`src/rtl/rca_seq_ctrl_pkg.sv`:
```
// Shared types and constants for the nibble-serial adder sequencer.
package rca_seq_pkg;

    typedef enum logic [1:0] {
        IDLE = 2'd0,
        ADD  = 2'd1,
        DONE = 2'd2
    } state_e;

    localparam int NIB_W = 4;

    function automatic int nibbles_of(input int width);
        return width / NIB_W;
    endfunction

endpackage

```
`src/rtl/rca_seq_ctrl_if.sv`:
```
// Operand/result valid-ready bundle for rca_seq_ctrl.
// Optional RCA_SEQ_SUB_EN adds the sub request bit.
interface rca_seq_ctrl_if #(
    parameter int WIDTH = 16
);
    logic             in_valid;
    logic             in_ready;
    logic [WIDTH-1:0] a;
    logic [WIDTH-1:0] b;
    logic             cin;
`ifdef RCA_SEQ_SUB_EN
    logic             sub;
`endif
    logic             out_valid;
    logic             out_ready;
    logic [WIDTH-1:0] sum;
    logic             cout;
    logic             busy;

`ifdef RCA_SEQ_SUB_EN
    modport slave (
        input  in_valid, a, b, cin, sub, out_ready,
        output in_ready, out_valid, sum, cout, busy
    );
    modport master (
        output in_valid, a, b, cin, sub, out_ready,
        input  in_ready, out_valid, sum, cout, busy
    );
`else
    modport slave (
        input  in_valid, a, b, cin, out_ready,
        output in_ready, out_valid, sum, cout, busy
    );
    modport master (
        output in_valid, a, b, cin, out_ready,
        input  in_ready, out_valid, sum, cout, busy
    );
`endif

endinterface

```
`src/rtl/rca_seq_ctrl_rca.sv`:
```
// Existing 4-bit ripple-carry adder reused by the sequencer, one nibble per cycle.
module ripple_carry_adder
    import rca_seq_pkg::*;
(
    input  logic [NIB_W-1:0] a,
    input  logic [NIB_W-1:0] b,
    input  logic             cin,
    output logic [NIB_W-1:0] sum,
    output logic             cout
);

    logic [NIB_W:0] w_c;

    assign w_c[0] = cin;

    for (genvar i = 0; i < NIB_W; i++) begin : g_fa
        assign sum[i]    = a[i] ^ b[i] ^ w_c[i];
        assign w_c[i+1]  = (a[i] & b[i]) | (w_c[i] & (a[i] ^ b[i]));
    end

    assign cout = w_c[NIB_W];

endmodule

```
`src/rtl/rca_seq_ctrl.sv`:
```
// WIDTH-bit adder sequencer: one nibble per clock through a shared 4-bit RCA.
// Optional RCA_SEQ_SUB_EN adds a subtract request (a - b via inverted B and carry-in 1).
module rca_seq_ctrl
    import rca_seq_pkg::*;
#(
    parameter int WIDTH = 16
) (
    input  logic          clk,
    input  logic          rst_n,
    rca_seq_ctrl_if.slave bus
);

    localparam int NIBBLES = nibbles_of(WIDTH);
    localparam int IDX_W   = (NIBBLES > 1) ? $clog2(NIBBLES) : 1;
    localparam logic [IDX_W-1:0] LAST_IDX = IDX_W'(NIBBLES - 1);

    state_e           r_state;
    state_e           w_next;
    logic [WIDTH-1:0] r_a;
    logic [WIDTH-1:0] r_b;
    logic [WIDTH-1:0] r_sum;
    logic             r_carry;
    logic             r_cout;
    logic [IDX_W-1:0] r_idx;

    logic             w_in_ready;
    logic             w_out_valid;
    logic             w_busy;
    logic             w_last;
    logic             w_cin0;
    logic [NIB_W-1:0] w_a_nib;
    logic [NIB_W-1:0] w_b_raw;
    logic [NIB_W-1:0] w_b_nib;
    logic [NIB_W-1:0] w_rca_sum;
    logic             w_rca_cout;

    assign w_last  = (r_idx == LAST_IDX);
    assign w_a_nib = r_a[r_idx*NIB_W +: NIB_W];
    assign w_b_raw = r_b[r_idx*NIB_W +: NIB_W];

`ifdef RCA_SEQ_SUB_EN
    logic r_sub;

    // Subtract is a + ~b + 1: invert each B nibble and seed the chain with 1.
    assign w_cin0  = bus.sub ? 1'b1 : bus.cin;
    assign w_b_nib = r_sub ? ~w_b_raw : w_b_raw;

    always_ff @(posedge clk or negedge rst_n) begin
        if (!rst_n) begin
            r_sub <= 1'b0;
        end else if (r_state == IDLE && bus.in_valid) begin
            r_sub <= bus.sub;
        end
    end
`else
    assign w_cin0  = bus.cin;
    assign w_b_nib = w_b_raw;
`endif

    ripple_carry_adder u_rca (
        .a    (w_a_nib),
        .b    (w_b_nib),
        .cin  (r_carry),
        .sum  (w_rca_sum),
        .cout (w_rca_cout)
    );

    always_ff @(posedge clk or negedge rst_n) begin
        if (!rst_n) begin
            r_state <= IDLE;
        end else begin
            r_state <= w_next;
        end
    end

    always_comb begin
        w_next = r_state;
        case (r_state)
            IDLE:    if (bus.in_valid)  w_next = ADD;
            ADD:     if (w_last)        w_next = DONE;
            DONE:    if (bus.out_ready) w_next = IDLE;
            default:                    w_next = IDLE;
        endcase
    end

    always_comb begin
        w_in_ready  = 1'b0;
        w_out_valid = 1'b0;
        w_busy      = 1'b0;
        case (r_state)
            IDLE: w_in_ready = 1'b1;
            ADD:  w_busy     = 1'b1;
            DONE: begin
                w_out_valid = 1'b1;
                w_busy      = 1'b1;
            end
            default: ;
        endcase
    end

    // Operands are captured only at the accept; the sum is cleared there so a
    // fresh result never mixes with nibbles of the previous one.
    always_ff @(posedge clk or negedge rst_n) begin
        if (!rst_n) begin
            r_a     <= '0;
            r_b     <= '0;
            r_sum   <= '0;
            r_carry <= 1'b0;
            r_cout  <= 1'b0;
            r_idx   <= '0;
        end else begin
            case (r_state)
                IDLE: begin
                    if (bus.in_valid) begin
                        r_a     <= bus.a;
                        r_b     <= bus.b;
                        r_carry <= w_cin0;
                        r_idx   <= '0;
                        r_sum   <= '0;
                    end
                end
                ADD: begin
                    r_sum[r_idx*NIB_W +: NIB_W] <= w_rca_sum;
                    r_carry                     <= w_rca_cout;
                    if (w_last) begin
                        r_cout <= w_rca_cout;
                        r_idx  <= '0;
                    end else begin
                        r_idx  <= r_idx + 1'b1;
                    end
                end
                default: ;
            endcase
        end
    end

    assign bus.in_ready  = w_in_ready;
    assign bus.out_valid = w_out_valid;
    assign bus.busy      = w_busy;
    assign bus.sum       = r_sum;
    assign bus.cout      = r_cout;

endmodule

```
`src/flat_wrapper.sv`:
```
// flat-port wrapper written by rule: the top's interface ports become plain ports
module rca_seq_ctrl_flat import rca_seq_pkg::*;
#(
    parameter int WIDTH = 16
)
  (clk, rst_n, bus_in_valid, bus_a, bus_b, bus_cin, bus_out_ready, bus_in_ready, bus_out_valid, bus_sum, bus_cout, bus_busy);
  rca_seq_ctrl_if #(.WIDTH(WIDTH)) bus_i ();
  input  logic clk;
  input  logic rst_n;
  input wire logic [$bits(bus_i.in_valid)-1:0] bus_in_valid;
  input wire logic [$bits(bus_i.a)-1:0] bus_a;
  input wire logic [$bits(bus_i.b)-1:0] bus_b;
  input wire logic [$bits(bus_i.cin)-1:0] bus_cin;
  input wire logic [$bits(bus_i.out_ready)-1:0] bus_out_ready;
  output wire logic [$bits(bus_i.in_ready)-1:0] bus_in_ready;
  output wire logic [$bits(bus_i.out_valid)-1:0] bus_out_valid;
  output wire logic [$bits(bus_i.sum)-1:0] bus_sum;
  output wire logic [$bits(bus_i.cout)-1:0] bus_cout;
  output wire logic [$bits(bus_i.busy)-1:0] bus_busy;
  assign bus_i.in_valid = bus_in_valid;
  assign bus_i.a = bus_a;
  assign bus_i.b = bus_b;
  assign bus_i.cin = bus_cin;
  assign bus_i.out_ready = bus_out_ready;
  assign bus_in_ready = bus_i.in_ready;
  assign bus_out_valid = bus_i.out_valid;
  assign bus_sum = bus_i.sum;
  assign bus_cout = bus_i.cout;
  assign bus_busy = bus_i.busy;
  rca_seq_ctrl #(.WIDTH(WIDTH)) u_core (.clk(clk), .rst_n(rst_n), .bus(bus_i));
endmodule
```
`config.mk`:
```
export PLATFORM = sky130hd
export DESIGN_NAME = rca_seq_ctrl_flat
export DESIGN_NICKNAME = d
export VERILOG_FILES = /design/src/rtl/rca_seq_ctrl_pkg.sv /design/src/rtl/rca_seq_ctrl_if.sv /design/src/rtl/rca_seq_ctrl_rca.sv /design/src/rtl/rca_seq_ctrl.sv /design/src/flat_wrapper.sv
export SDC_FILE = /design/constraint.sdc
export NUM_CORES = 1
export LEC_CHECK = 0
export ABC_AREA = 1
export CORE_MARGIN = 1.5
export CORE_UTILIZATION = 40
export DETAILED_ROUTE_END_ITERATION = 10
export PLACE_DENSITY = 0.67
export RECOVER_POWER = 25
export SKIP_CTS_REPAIR_TIMING = 1
export SYNTH_ARGS = -nofsm -noshare
export SYNTH_HDL_FRONTEND = slang
export SYNTH_HIERARCHICAL = 1
export SYNTH_SLANG_ARGS = --single-unit
```
`constraint.sdc`:
```
create_clock -name clk -period 2.9 [get_ports clk]
set_input_delay 0.725 -clock clk [delete_from_list [all_inputs] [get_ports clk]]
set_output_delay 0.725 -clock clk [all_outputs]
set_load 0.02 [all_outputs]
```
## After elaboration in Yosys (flattened, before gate mapping)

Index checks and enable logic that the tools add are counted.

| storage, ports and cells | value |
|---|---|
| output and inout port bits | 20 |
| bits of input ports | 37 |
| logic and storage cells | 61 |
| register bits | 54 |

| operators by class | value |
|---|---|
| $add $sub $neg | 2 |
| reductions and logical operators | 7 |
| equal/unequal tests | 6 |
| bitwise gates (word level) | 20 |
| multiplexer cells | 15 |
| shift-type cells | 4 |

Operator list:

| cell | count |
|---|---|
| negator 4 -> 34 bit | 1 |
| variable shift 4 x 34 -> 16 bit, first input constant | 1 |
| indexed part select 4 x 34 -> 16 bit | 1 |
| one-hot mux 16 bit (2 select lines) | 1 |
| indexed part select 16 x 5 -> 4 bit | 2 |
| bitwise mux 16 bit | 1 |
| two-way mux 16 bit | 1 |
| two-way mux 2 bit | 5 |
| bitwise AND 1 bit | 8 |
| bitwise XOR 1 bit | 8 |
| one-hot mux 2 bit (3 select lines) | 1 |
| AND reduction 2 bit | 3 |
| equality test 2 bit, second input constant | 2 |
| two-way mux 1 bit | 4 |
| inequality test 2 bit, second input constant | 2 |
| bitwise OR 1 bit | 4 |
| one-hot mux 2 bit (2 select lines) | 1 |
| AND reduction 3 bit | 1 |
| adder 2 x 1 -> 2 bit, second input constant | 1 |
| equality test 2 x 1 -> 1 bit, second input constant | 1 |
| zero test 2 bit | 1 |
| inequality test 2 x 1 -> 1 bit, second input constant | 1 |
| one-hot mux 1 bit (2 select lines) | 1 |
| nonzero test 2 bit | 1 |
| OR reduction 2 bit | 1 |

## Logic depth before layout (Yosys ltp)

Gate-level depths: netlist of the first run.

| depth | value |
|---|---|
| depth in word-level cells | 12 |
| depth in mapped cells | 18 |
| gate-level depth less buffers | 17 |

## Cells and area by module

The synthesis of the first run kept the hierarchy.

Modules (own cells, without submodules):

| module | instances | sequential area each (um^2) | area each (um^2) | cells an instance |
|---|---|---|---|---|
| rca_seq_ctrl | 1 | 1351.3 | 2730.1 | 361 |
| ripple_carry_adder | 1 | 0.0 | 117.6 | 14 |

## Worst setup path after synthesis of the first run

No wires, ideal clock.

| path | value |
|---|---|
| kind | register to register |
| from | reg u_core.r_idx[0] |
| to | reg u_core.r_sum[15] (netlist: u_core/bus.sum[15]) |
| stages on the path, launching flop included | 18 |
| library setup time | 0.065 ns |
| clock period less this slack | 2.902 ns |
| required time | 2.835 ns |
| path slack | -0.002 ns |
| buffers on the path | 1 |
| data arrival time | 2.837 ns |
| path through | dfrtp_1 inv_2 buf_2 a21oi_1 o21ai_0 nand2_1 fa_1 inv_1 fa_1 inv_1 fa_1 inv_1 fa_1 inv_1 nand3_1 nor2_1 nand2_1 nand2_1 |

| on the way | value |
|---|---|
| word-level cells in the longest chain between the ends | 12 |
| elaborated cells on any way between the ends | 24 |
| those cells by class | add/sub: 1; shift: 4; mux: 2; bitwise: 17 |

RTL lines:

| what | RTL line | text |
|---|---|---|
| from (decl) | rca_seq_ctrl.sv:24 | `logic [IDX_W-1:0] r_idx;` |
| from (signal assigned) | rca_seq_ctrl.sv:129 | `r_idx <= r_idx + 1'b1;` |
| indexed part select 16 x 5 -> 4 bit (*) | rca_seq_ctrl.sv:38 | `assign w_a_nib = r_a[r_idx*NIB_W +: NIB_W];` |
| via u_core.w_a_nib[0] | rca_seq_ctrl.sv:31 | `logic [NIB_W-1:0] w_a_nib;` |
| bitwise XOR 1 bit | rca_seq_ctrl_rca.sv:18 | `assign w_c[i+1] = (a[i] & b[i]) \| (w_c[i] & (a[i] ^ b[i]));` |
| bitwise AND 1 bit | rca_seq_ctrl_rca.sv:18 |  |
| bitwise OR 1 bit (*) | rca_seq_ctrl_rca.sv:18 |  |
| bitwise AND 1 bit (*) | rca_seq_ctrl_rca.sv:18 |  |
| bitwise OR 1 bit (*) | rca_seq_ctrl_rca.sv:18 |  |
| bitwise AND 1 bit (*) | rca_seq_ctrl_rca.sv:18 |  |
| bitwise OR 1 bit (*) | rca_seq_ctrl_rca.sv:18 |  |
| bitwise XOR 1 bit (*) | rca_seq_ctrl_rca.sv:17 | `assign sum[i] = a[i] ^ b[i] ^ w_c[i];` |
| via u_core.w_rca_sum[3] | rca_seq_ctrl.sv:34 | `logic [NIB_W-1:0] w_rca_sum;` |
| indexed part select 4 x 34 -> 16 bit (*) | rca_seq_ctrl.sv:123 | `r_sum[r_idx*NIB_W +: NIB_W] <= w_rca_sum;` |
| bitwise mux 16 bit (*) | rca_seq_ctrl.sv:123 |  |
| one-hot mux 16 bit (2 select lines) (*) | rca_seq_ctrl.sv:112 | `case (r_state)` |
| to (signal, indexed assignment) | rca_seq_ctrl.sv:123 |  |
| to (decl) | rca_seq_ctrl.sv:21 | `logic [WIDTH-1:0] r_sum;` |

Mark *: on every way through the listed nets, which the timed path passes. The rest lies on a longest branch.
A chain may end at the register's enable or synchronous reset.

## Final worst setup path of the first run

| path | value |
|---|---|
| from | reg u_core.r_idx[0] |
| to | reg u_core.r_sum[15] (netlist: u_core/bus.sum[15]) |

| on the way | value |
|---|---|
| word-level cells in the longest chain between the ends | 12 |
| elaborated cells on any way between the ends | 24 |
| those cells by class | add/sub: 1; shift: 4; mux: 2; bitwise: 17 |

RTL lines:

| what | RTL line | text |
|---|---|---|
| indexed part select 16 x 5 -> 4 bit (*) | rca_seq_ctrl.sv:39 | `assign w_b_raw = r_b[r_idx*NIB_W +: NIB_W];` |
| via u_core.w_b_nib[0] | rca_seq_ctrl.sv:33 | `logic [NIB_W-1:0] w_b_nib;` |
| bitwise XOR 1 bit | rca_seq_ctrl_rca.sv:18 |  |
| bitwise AND 1 bit | rca_seq_ctrl_rca.sv:18 |  |
| bitwise OR 1 bit (*) | rca_seq_ctrl_rca.sv:18 |  |
| bitwise AND 1 bit (*) | rca_seq_ctrl_rca.sv:18 |  |
| bitwise OR 1 bit (*) | rca_seq_ctrl_rca.sv:18 |  |
| bitwise AND 1 bit (*) | rca_seq_ctrl_rca.sv:18 |  |
| bitwise OR 1 bit (*) | rca_seq_ctrl_rca.sv:18 |  |
| bitwise XOR 1 bit (*) | rca_seq_ctrl_rca.sv:17 |  |
| via u_core.w_rca_sum[3] | rca_seq_ctrl.sv:34 |  |
| indexed part select 4 x 34 -> 16 bit (*) | rca_seq_ctrl.sv:123 |  |
| bitwise mux 16 bit (*) | rca_seq_ctrl.sv:123 |  |
| one-hot mux 16 bit (2 select lines) (*) | rca_seq_ctrl.sv:112 |  |

Marked as above.

==> impl_metrics.py, run 1 <==
metrics = {
    "route": {
        "viasPerCell": 4.68,
        "wire_per_inst_um": 11.8,
        "ant_nets": 0,
        "drt-initial-drc-count": 80,
        "drc": 0,
        "wl_um": 6330,
        "dr.pass1.iters": 4,
        "via_count": 2497,
    },
    "grt": {
        "grt_use_met1_pct": 23.2,
        "grt_util_met3_pct": 3.03,
        "grt_first_pass_wirelength_um": 10700,
        "grtUsageMet2_pct": 30.3,
        "grt_overflow": 0,
        "busiest_layer": "met2",
        "antenna_found_initial": 0,
        "grt_max_degree": 37,
        "grt_util_all_layers_pct": 17.7,
        "grt_pass1_vias": 2384,
    },
    "synth": {
        "async_flop_share_pct": 100,
        "ys_seq_area_share_pct": 47.5,
        "syn_nets": 425,
        "synth.top_cells.by_area": "dfrtp_1 (47%), nand2_1 (16%), nor2_1 (6.5%)",
        "synth_warnings": 6,
        "synth_area_leader_cell": "dfrtp_1",
        "netlist_instances": 375,
        "avgSynthCellArea_um2": 7.59,
        "synthTopCellsByCount": "nand2_1 (122), dfrtp_1 (54), nor2_1 (49)",
        "yosys.cell_types.count": 19,
        "yosysMostFrequentCell": "nand2_1",
        "synth_edf_count": 0,
        "synth_ff_type": "dfrtp_1",
        "synth_area_um2": 2850,
        "synth_seq_cells": 54,
        "synth_top_area_share_pct": 47.5,
    },
    "timing": {
        "grt_setup_unrepaired": "true",
        "min_period_ns": 2.81,
        "worst_slew_pin_slew_ns": 1.37,
        "maxSlewViolCount": 0,
        "relSlewSlack_pct": 8.65,
        "max_freq_mhz": 355,
        "final-hold-violation-count": 0,
        "clock_skew_ns": 0.00464,
        "setup_viol": 0,
        "hold_slack_ns": 0.476,
        "timing.final.crit_share_pct": 97.0,
    },
    "die": {
        "coreArea_um2": 6830,
        "die_h_um": 87.4,
        "io_pins": 57,
        "fp.dieW_um": 87.4,
        "initial_utilization_pct": 41.7,
        "dieArea_um2": 7630,
        "fp-row-count": 30,
    },
    "worst_setup_path": {
        "path_delay_family": "adder cells",
        "arrival_ns": 3.07,
        "path_cells": "inv_4 -> buf_6 -> a21oi_1 -> o21ai_1 -> nand2_1 -> fa_2 -> inv_2 -> fa_1 -> inv_1 -> fa_2 -> inv_2 -> fa_1 -> inv_2 -> nand3_2 -> nor2_1 -> nand2_1 -> nand2_1",
        "slowest_delay_ns": 0.44,
        "critPathLaunchType": "flip-flop",
        "path_buf_inv": 6,
        "critPathSlowestCell": "dfrtp_1",
        "endpoint_kind": "flip-flop",
        "r2r_start": "u_core/r_idx[0]",
        "ff2ff_setup_slack_ns": 0.09,
        "cp_max_fo": 6,
        "crit_type": "flip-flop to flip-flop",
        "worst_r2r_path_depth": 17,
        "reg2reg_to": "u_core/bus.sum[15]",
        "required_ns": 3.16,
    },
    "min_path": {
        "min_path_cells": 2,
        "min_delay_worst_endpoint": "u_core/r_b[3]",
        "min_path_type": "flip-flop to flip-flop",
        "hp-start": "u_core/r_b[3]",
    },
    "power_and_ir_drop": {
        "power_leakage_nw": 1.88,
        "powerDensity_nw_per_um2": 1030,
        "vdd_drop_max_uv": 397,
    },
    "run_status": {
        "status": "completed",
    },
    "job": {
        "drv_cap": 0,
    },
    "clocking": {
        "insertion_delay_ns": 0.31,
        "cts_buffer_depth": 2,
        "cts-root-buf": "clkbuf_8",
        "cts.sinks": 54,
        "cts-buffers-inserted": 5,
        "clkTransAtPathRegs_ns": 0.10,
        "cts_tree": "yes",
        "h-tree-depth": 2,
    },
    "final_layout": {
        "instances_no_fill": 534,
        "final_core_util_pct": 53.9,
        "num_antenna_cells": 0,
        "drive_gt1_share_pct": 8.68,
        "nets": 487,
        "fillers": 715,
        "synthToLayoutAreaGrowth_pct": 29.3,
    },
    "place": {
        "gp_congestion": 0.876,
        "dpl.hpwl_um": 4850,
        "io_buffers": 56,
        "place_inst": 524,
    },
}
-- where the power goes --
part / switching [mW] / leakage (nW) / internal (mW)
registers: 0.152 / 0.684 / 1.03
logic: 1.33 / 1.14 / 0.765
clock network: 0.259 / 0.0587 / 0.262
total: 1.74 / 1.88 / 2.06
-- final cells by class --
type / count / area (µm²) / area share, %
inverters: 42 / 160 / 4.35
flip-flops and latches: 54 / 1350 / 36.7
well taps: 96 / 120 / 3.26
repair buffers: 70 / 661 / 17.9
multi-input cells: 264 / 1270 / 34.6
clock buffers: 5 / 68.8 / 1.87
clock inverters: 3 / 47.5 / 1.29
-- sequential cells by signal (all words and copies together), names as in the netlist --
signal / cells
u_core/bus.sum: 16
u_core/r_a: 16
u_core/r_b: 16
u_core/r_idx: 2
u_core/r_state: 2
u_core/bus.cout: 1
u_core/r_carry: 1
-- cell usage in the layout (no fill, tap or decap), drive strengths merged --
| master | count |
|---|---|
| a21oi | 17 |
| a31oi | 1 |
| buf | 13 |
| bufinv | 1 |
| clkbuf | 7 |
| clkdlybuf4s50 | 55 |
| clkinv | 2 |
| dfrtp | 54 |
| fa | 4 |
| ha | 9 |
| inv | 42 |
| nand2 | 126 |
| nand3 | 35 |
| nand4 | 1 |
| nor2 | 49 |
| o21ai | 22 |
-- worst reg2reg max path: cells and delay by family, from the launching register on --
family                   cells  cell delay (ns)
AO/OA/AOI/OAI                2             0.13
adder cells (fa/ha/maj)      4             1.29
buffers and inverters        6             0.49
flip-flops                   1             0.44
AND/OR/NAND/NOR              5             0.43
-- stage by stage --
step / cell area (µm²) / setup TNS, ns / power [mW] / setup WS, ns
final: 3680 / 0 / 3.80 / 0.0866
after global routing: 3680 / -0.158 / 4.17 / -0.0713
after CTS: 3660 / 0 / 3.72 / 0.0541
after detailed placement: 3540 / 0 / 3.19 / 0.0786
after global placement: 3540 / 0 / 3.14 / 0.130
after floorplan: 2850 / 0 / 2.59 / 0.0226
-- per-layer routing --
metal  routed length, µm  part of all wire (%)
met3                 202                   3.2
met1                2870                    45
met5                   0                     0
met2                3200                    51
met4                  61                  0.96
-- how the worst max path moves through the flow --
stage,slack (ns),depth (start not counted),end,startpoint
after floorplan,0.02,16,u_core/bus.sum[15],u_core/r_idx[0]
after global placement,0.13,16,u_core/bus.sum[15],u_core/r_idx[0]
after detailed placement,0.08,17,u_core/bus.sum[15],u_core/r_idx[0]
after CTS,0.05,17,u_core/bus.sum[15],u_core/r_idx[0]
after global routing,-0.07,17,u_core/bus.sum[7],u_core/r_idx[0]
final,0.09,17,u_core/bus.sum[15],u_core/r_idx[0]
-- logic make-up after synthesis --
group	Yosys count	synth area share, %
and+or+nand+nor	211	29.8
buffers and inverters	57	8.52
DFF	54	47.5
AOI/OAI and AO/OA	40	7.47
adders and majority gates	13	6.77
(Power assumes the default switching activity.)
==> run 2: changes to the inputs <==
--- a/config.mk
+++ b/config.mk
@@ -9,7 +9,6 @@
 export CORE_MARGIN = 1.5
 export CORE_UTILIZATION = 40
 export DETAILED_ROUTE_END_ITERATION = 10
-export PLACE_DENSITY = 0.67
 export RECOVER_POWER = 25
 export SKIP_CTS_REPAIR_TIMING = 1
 export SYNTH_ARGS = -nofsm -noshare
==> constraint.sdc (replaced) <==
create_clock -name clk -period 3.64 [get_ports clk]
set_input_delay 0.91 -clock clk [delete_from_list [all_inputs] [get_ports clk]]
set_output_delay 0.91 -clock clk [all_outputs]
set_load 0.02 [all_outputs]
==> impl_metrics.py, run 2 (synthesis gave the netlist of run 1 again) <==
metrics = {
    "worst_setup_path": {
        "endpoint_kind": "flip-flop",
        "required_ns": 3.89,
        "critPathSlowestCell": "fa_1",
        "crit_type": "flip-flop to flip-flop",
        "path_cells": "inv_2 -> a21oi_1 -> o21ai_0 -> nand2_1 -> fa_1 -> inv_1 -> fa_1 -> inv_1 -> fa_1 -> inv_1 -> fa_1 -> inv_1 -> nand3_1 -> nor2_1 -> nand2_1 -> nand2_1",
        "path_delay_family": "adder cells",
        "critPathLaunchType": "flip-flop",
        "path_buf_inv": 5,
        "slowest_delay_ns": 0.41,
        "arrival_ns": 3.33,
        "cp_max_fo": 30,
    },
    "final_layout": {
        "mostFrequentLayoutCell": "nand2_1",
        "num_antenna_cells": 0,
        "final_cell_mix": "nand2_1 (122), clkdlybuf4s50_1 (55), dfrtp_1 (54)",
        "synthToLayoutAreaGrowth_pct": 26.0,
        "nets": 479,
        "drive_gt1_share_pct": 4.66,
        "fillers": 719,
    },
    "power_and_ir_drop": {
        "powerDensity_nw_per_um2": 798,
        "vdd_drop_max_uv": 431,
        "power_leakage_nw": 1.85,
        "p_total_mw": 2.86,
    },
    "clocking": {
        "clkTransAtPathRegs_ns": 0.09,
        "cts.sinks": 54,
        "cts-root-buf": "clkbuf_8",
        "cts_buffer_depth": 2,
        "insertion_delay_ns": 0.31,
        "h-tree-depth": 2,
        "cts_tree": "yes",
        "cts-buffers-inserted": 5,
    },
    "timing": {
        "final-hold-violation-count": 0,
        "min_period_ns": 3.08,
        "max_freq_mhz": 325,
        "finalSetupTns_ns": 0,
        "relSlewSlack_pct": 0.00729,
        "grt_setup_unrepaired": "false",
        "timing.final.crit_share_pct": 84.6,
        "clock_skew_ns": 0.00896,
        "maxSlewViolCount": 0,
        "worst_slew_pin_slew_ns": 1.50,
        "setup_viol": 0,
    },
    "route": {
        "drt-initial-drc-count": 100,
        "dr.pass1.iters": 4,
        "wire_per_inst_um": 11.4,
        "wl_um": 5990,
        "viasPerCell": 4.60,
        "via_count": 2413,
        "drc": 0,
        "ant_nets": 0,
    },
    "die": {
        "dieArea_um2": 7630,
        "coreArea_um2": 6830,
        "initial_utilization_pct": 41.7,
        "die_h_um": 87.4,
        "fp.dieW_um": 87.4,
        "io_pins": 57,
        "fp-row-count": 30,
    },
    "place": {
        "dpl.hpwl_um": 4490,
        "io_buffers": 56,
        "gp_congestion": 0.835,
    },
    "run_status": {
        "violations": "max-capacitance violations",
        "status": "complete, but fails checks",
    },
    "grt": {
        "grt_max_degree": 41,
        "grt_overflow": 0,
        "grt_first_pass_wirelength_um": 10200,
        "antenna_found_initial": 0,
        "grt_pass1_vias": 2280,
        "grt_util_all_layers_pct": 17.2,
    },
    "min_path": {
        "min_path_type": "flip-flop to flip-flop",
    },
    "job": {
        "drv_cap": 1,
    },
}
==> run 2: report_power, final <==
part | switching, mW | total (mW) | internal, mW | leakage [nW]
Sequential | 0.116 | 0.937 | 0.821 | 0.684
Combinational | 0.991 | 1.53 | 0.538 | 1.11
Clock | 0.195 | 0.397 | 0.202 | 0.0542
Total | 1.30 | 2.86 | 1.56 | 1.85
==> run 2: path summary, 6_finish.rpt <==
check | startpoint | end | slack (ns) | depth (start not counted)
worst min-delay path | u_core/bus.sum[0] | u_core/bus.sum[0] | 0.48 | 2
max in group asynchronous | rst_n | u_core/bus.sum[7] | 1.30 | 2
worst max register to register | u_core/r_idx[0] | u_core/bus.sum[7] | 0.56 | 16
min in group asynchronous | rst_n | u_core/bus.sum[9] | 0.95 | 1
worst min register to register | u_core/bus.sum[0] | u_core/bus.sum[0] | 0.48 | 2
worst max-delay path | u_core/r_idx[0] | u_core/bus.sum[7] | 0.56 | 16
==> run 2: worst min-delay path, stage by stage, from the launching register on <==
cell and delay, ns:
dfrtp_1 0.35, nand2_1 0.05, nand2_1 0.05
==> run 2: area by class of cell <==
type	count	area, µm²	area share [%]
Sequential cell	54	1350	37.7
Multi-Input combinational cell	264	1250	34.9
Timing Repair Buffer	62	597	16.6
Inverter	42	158	4.39
Tap cell	96	120	3.35
Clock buffer	5	68.8	1.92
Clock inverter	2	38.8	1.08
==> run 2: through the flow <==
stage	hold slack (ns)	setup WS (ns)	util [%]	instance area [µm²]	cells
CTS	0.482	0.556	52.6	3590	525
detailed placement	0.459	0.587	51.0	3480	518
global route	0.503	0.251	52.5	3590	525
floorplan	0.437	0.738	-	2850	375
global placement	0.453	0.635	51.0	3480	518
finish	0.479	0.562	52.5	3590	525
==> run 2: per-layer routing <==
layer / track usage, % / part of all wire, % / wire length [µm] / vias to the layer above
met1: 24.5 / 52 / 3090 / 1098
met2: 26.1 / 43 / 2600 / 43
met4: 5.48 / 1.3 / 80 / 0
li1: - / - / - / 1267
met5: 0 / 0 / 0 / -
met3: 3.51 / 3.6 / 218 / 5
==> run 3: changes to the inputs <==
==> constraint.sdc (replaced) <==
create_clock -name clk -period 3.1 [get_ports clk]
set_input_delay 0.775 -clock clk [delete_from_list [all_inputs] [get_ports clk]]
set_output_delay 0.775 -clock clk [all_outputs]
set_load 0.02 [all_outputs]
==> impl_metrics.py, run 3 (synthesis gave the netlist of run 1 again) <==
metrics = {
    "power_and_ir_drop": {
        "vdd_drop_max_uv": 670,
        "p_total_mw": 3.44,
        "powerDensity_nw_per_um2": 948,
        "power_leakage_nw": 1.87,
    },
    "place": {
        "placed_cell_area_um2": 3530,
        "dpl.hpwl_um": 4580,
        "io_buffers": 56,
        "gp_congestion": 0.836,
    },
    "clocking": {
        "h-tree-depth": 2,
        "cts_buffer_depth": 2,
        "cts-root-buf": "clkbuf_8",
        "insertion_delay_ns": 0.31,
        "cts-buffers-inserted": 5,
        "cts.sinks": 54,
        "cts_tree": "yes",
        "clkTransAtPathRegs_ns": 0.10,
    },
    "worst_setup_path": {
        "ff2ff_setup_slack_ns": 0.20,
        "cp_max_fo": 6,
        "r2r_start": "u_core/r_idx[0]",
        "reg2reg_to": "u_core/bus.sum[15]",
        "endpoint_kind": "flip-flop",
        "critPathLaunchType": "flip-flop",
        "cp-startpoint": "u_core/r_idx[0]",
        "worst_r2r_path_depth": 15,
        "arrival_ns": 3.15,
        "setup.worst_path.end": "u_core/bus.sum[15]",
        "required_ns": 3.35,
        "path_cells": "buf_4 -> o21ai_0 -> nand2_1 -> fa_1 -> inv_1 -> fa_1 -> inv_1 -> fa_1 -> inv_1 -> fa_1 -> inv_1 -> nand3_1 -> nor2_1 -> nand2_1 -> nand2_1",
        "critPathSlowestCell": "dfrtp_1",
        "slowest_delay_ns": 0.43,
        "crit_type": "flip-flop to flip-flop",
    },
    "timing": {
        "min_period_ns": 2.90,
        "setup_viol": 0,
        "finalSetupTns_ns": 0,
        "relSlewSlack_pct": 14.0,
        "clock_skew_ns": 0.0106,
        "maxSlewViolCount": 0,
        "final-hold-violation-count": 0,
        "timing.final.crit_share_pct": 93.5,
        "grt_setup_unrepaired": "false",
        "worst_slew_pin_slew_ns": 1.29,
        "max_freq_mhz": 345,
    },
    "route": {
        "wire_per_inst_um": 11.6,
        "viasPerCell": 4.61,
        "via_count": 2443,
        "drc": 0,
        "drt-initial-drc-count": 86,
        "wl_um": 6160,
        "dr.pass1.iters": 4,
        "ant_nets": 0,
    },
    "grt": {
        "grtUsageMet2_pct": 26.1,
        "grt_first_pass_wirelength_um": 10200,
        "grt_max_degree": 55,
        "grt_use_met1_pct": 24.2,
        "grt_util_met3_pct": 2.94,
        "antenna_found_initial": 0,
        "grt_util_all_layers_pct": 16.7,
        "grt_pass1_vias": 2229,
        "grt_overflow": 0,
        "busiest_layer": "met2",
    },
    "final_layout": {
        "nets": 483,
        "mostFrequentLayoutCell": "nand2_1",
        "num_antenna_cells": 0,
        "final_cell_mix": "nand2_1 (122), clkdlybuf4s50_1 (55), dfrtp_1 (53)",
        "drive_gt1_share_pct": 6.22,
        "fillers": 706,
        "stdcell_area_um2": 3630,
        "multi_input_area_um2": 1250,
        "synthToLayoutAreaGrowth_pct": 27.4,
        "seq_area_um2": 1350,
    },
    "die": {
        "fp-row-count": 30,
        "initial_utilization_pct": 41.7,
        "fp.dieW_um": 87.4,
        "coreArea_um2": 6830,
        "dieArea_um2": 7630,
        "io_pins": 57,
        "die_h_um": 87.4,
    },
    "min_path": {
        "min_path_type": "flip-flop to flip-flop",
    },
    "run_status": {
        "status": "completed",
    },
    "job": {
        "drv_cap": 0,
    },
}
run 3: cell count changes in the layout (fill, tap and decap cells not counted):
cell | previous run | this run
buf_2 | 0 | 1
clkbuf_1 | 1 | 0
buf_4 | 5 | 9
inv_4 | 0 | 1
dfrtp_1 | 54 | 53
inv_2 | 2 | 1
dfrtp_2 | 0 | 1
inv_6 | 0 | 1
clkinv_4 | 1 | 0
clkinv_2 | 0 | 1
run 3: power breakdown:
part           leakage (nW)  internal (mW)  switching [mW]
combinational          1.13          0.657            1.19
sequential            0.682          0.965           0.147
clock                0.0585          0.242           0.236
total                  1.87           1.86            1.57
run 3: worst min path at each step:
| stage | from | to | slack (ns) | cells past startpoint |
|---|---|---|---|---|
| detailed placement | u_core/bus.sum[13] | u_core/bus.sum[13] | 0.46 | 2 |
| global route | u_core/bus.sum[13] | u_core/bus.sum[13] | 0.49 | 2 |
| finish | u_core/bus.sum[13] | u_core/bus.sum[13] | 0.48 | 2 |
| CTS | rst_n | u_core/bus.sum[15] | 0.46 | 2 |
| floorplan | u_core/r_a[0] | u_core/r_a[0] | 0.44 | 2 |
| global placement | u_core/r_a[14] | u_core/r_a[14] | 0.45 | 2 |
run 3: area by class of cell:
type / instances / share of cell area [%]
Multi-Input combinational cell: 264 / 34.6
Clock buffer: 5 / 1.90
Tap cell: 96 / 3.31
Sequential cell: 54 / 37.3
Timing Repair Buffer: 66 / 17.3
Clock inverter: 3 / 1.21
Inverter: 42 / 4.42
run 3: worst max-delay path, delay by kind of cell, from the launching register on:
family / cells / cell delay, ns
AO/OA/AOI/OAI: 1 / 0.16
flip-flops: 1 / 0.43
AND/OR/NAND/NOR: 5 / 0.45
buffers and inverters: 5 / 0.48
adder cells (fa/ha/maj): 4 / 1.33
run 3: routing by layer:
metal  wire length [µm]  part of all wire, %
met1               3160                   51
met2               2740                   44
met5                  0                    0
met3                211                  3.4
met4                 47                 0.76
run 3: metrics by stage:
step | worst slack (ns) | hold slack [ns] | instances | util, %
floorplan | 0.198 | 0.437 | 375 | -
global placement | 0.266 | 0.452 | 522 | 51.6
detailed placement | 0.210 | 0.459 | 522 | 51.6
CTS | 0.183 | 0.458 | 530 | 53.3
global route | 0.00739 | 0.494 | 530 | 53.1
finish | 0.202 | 0.478 | 530 | 53.1
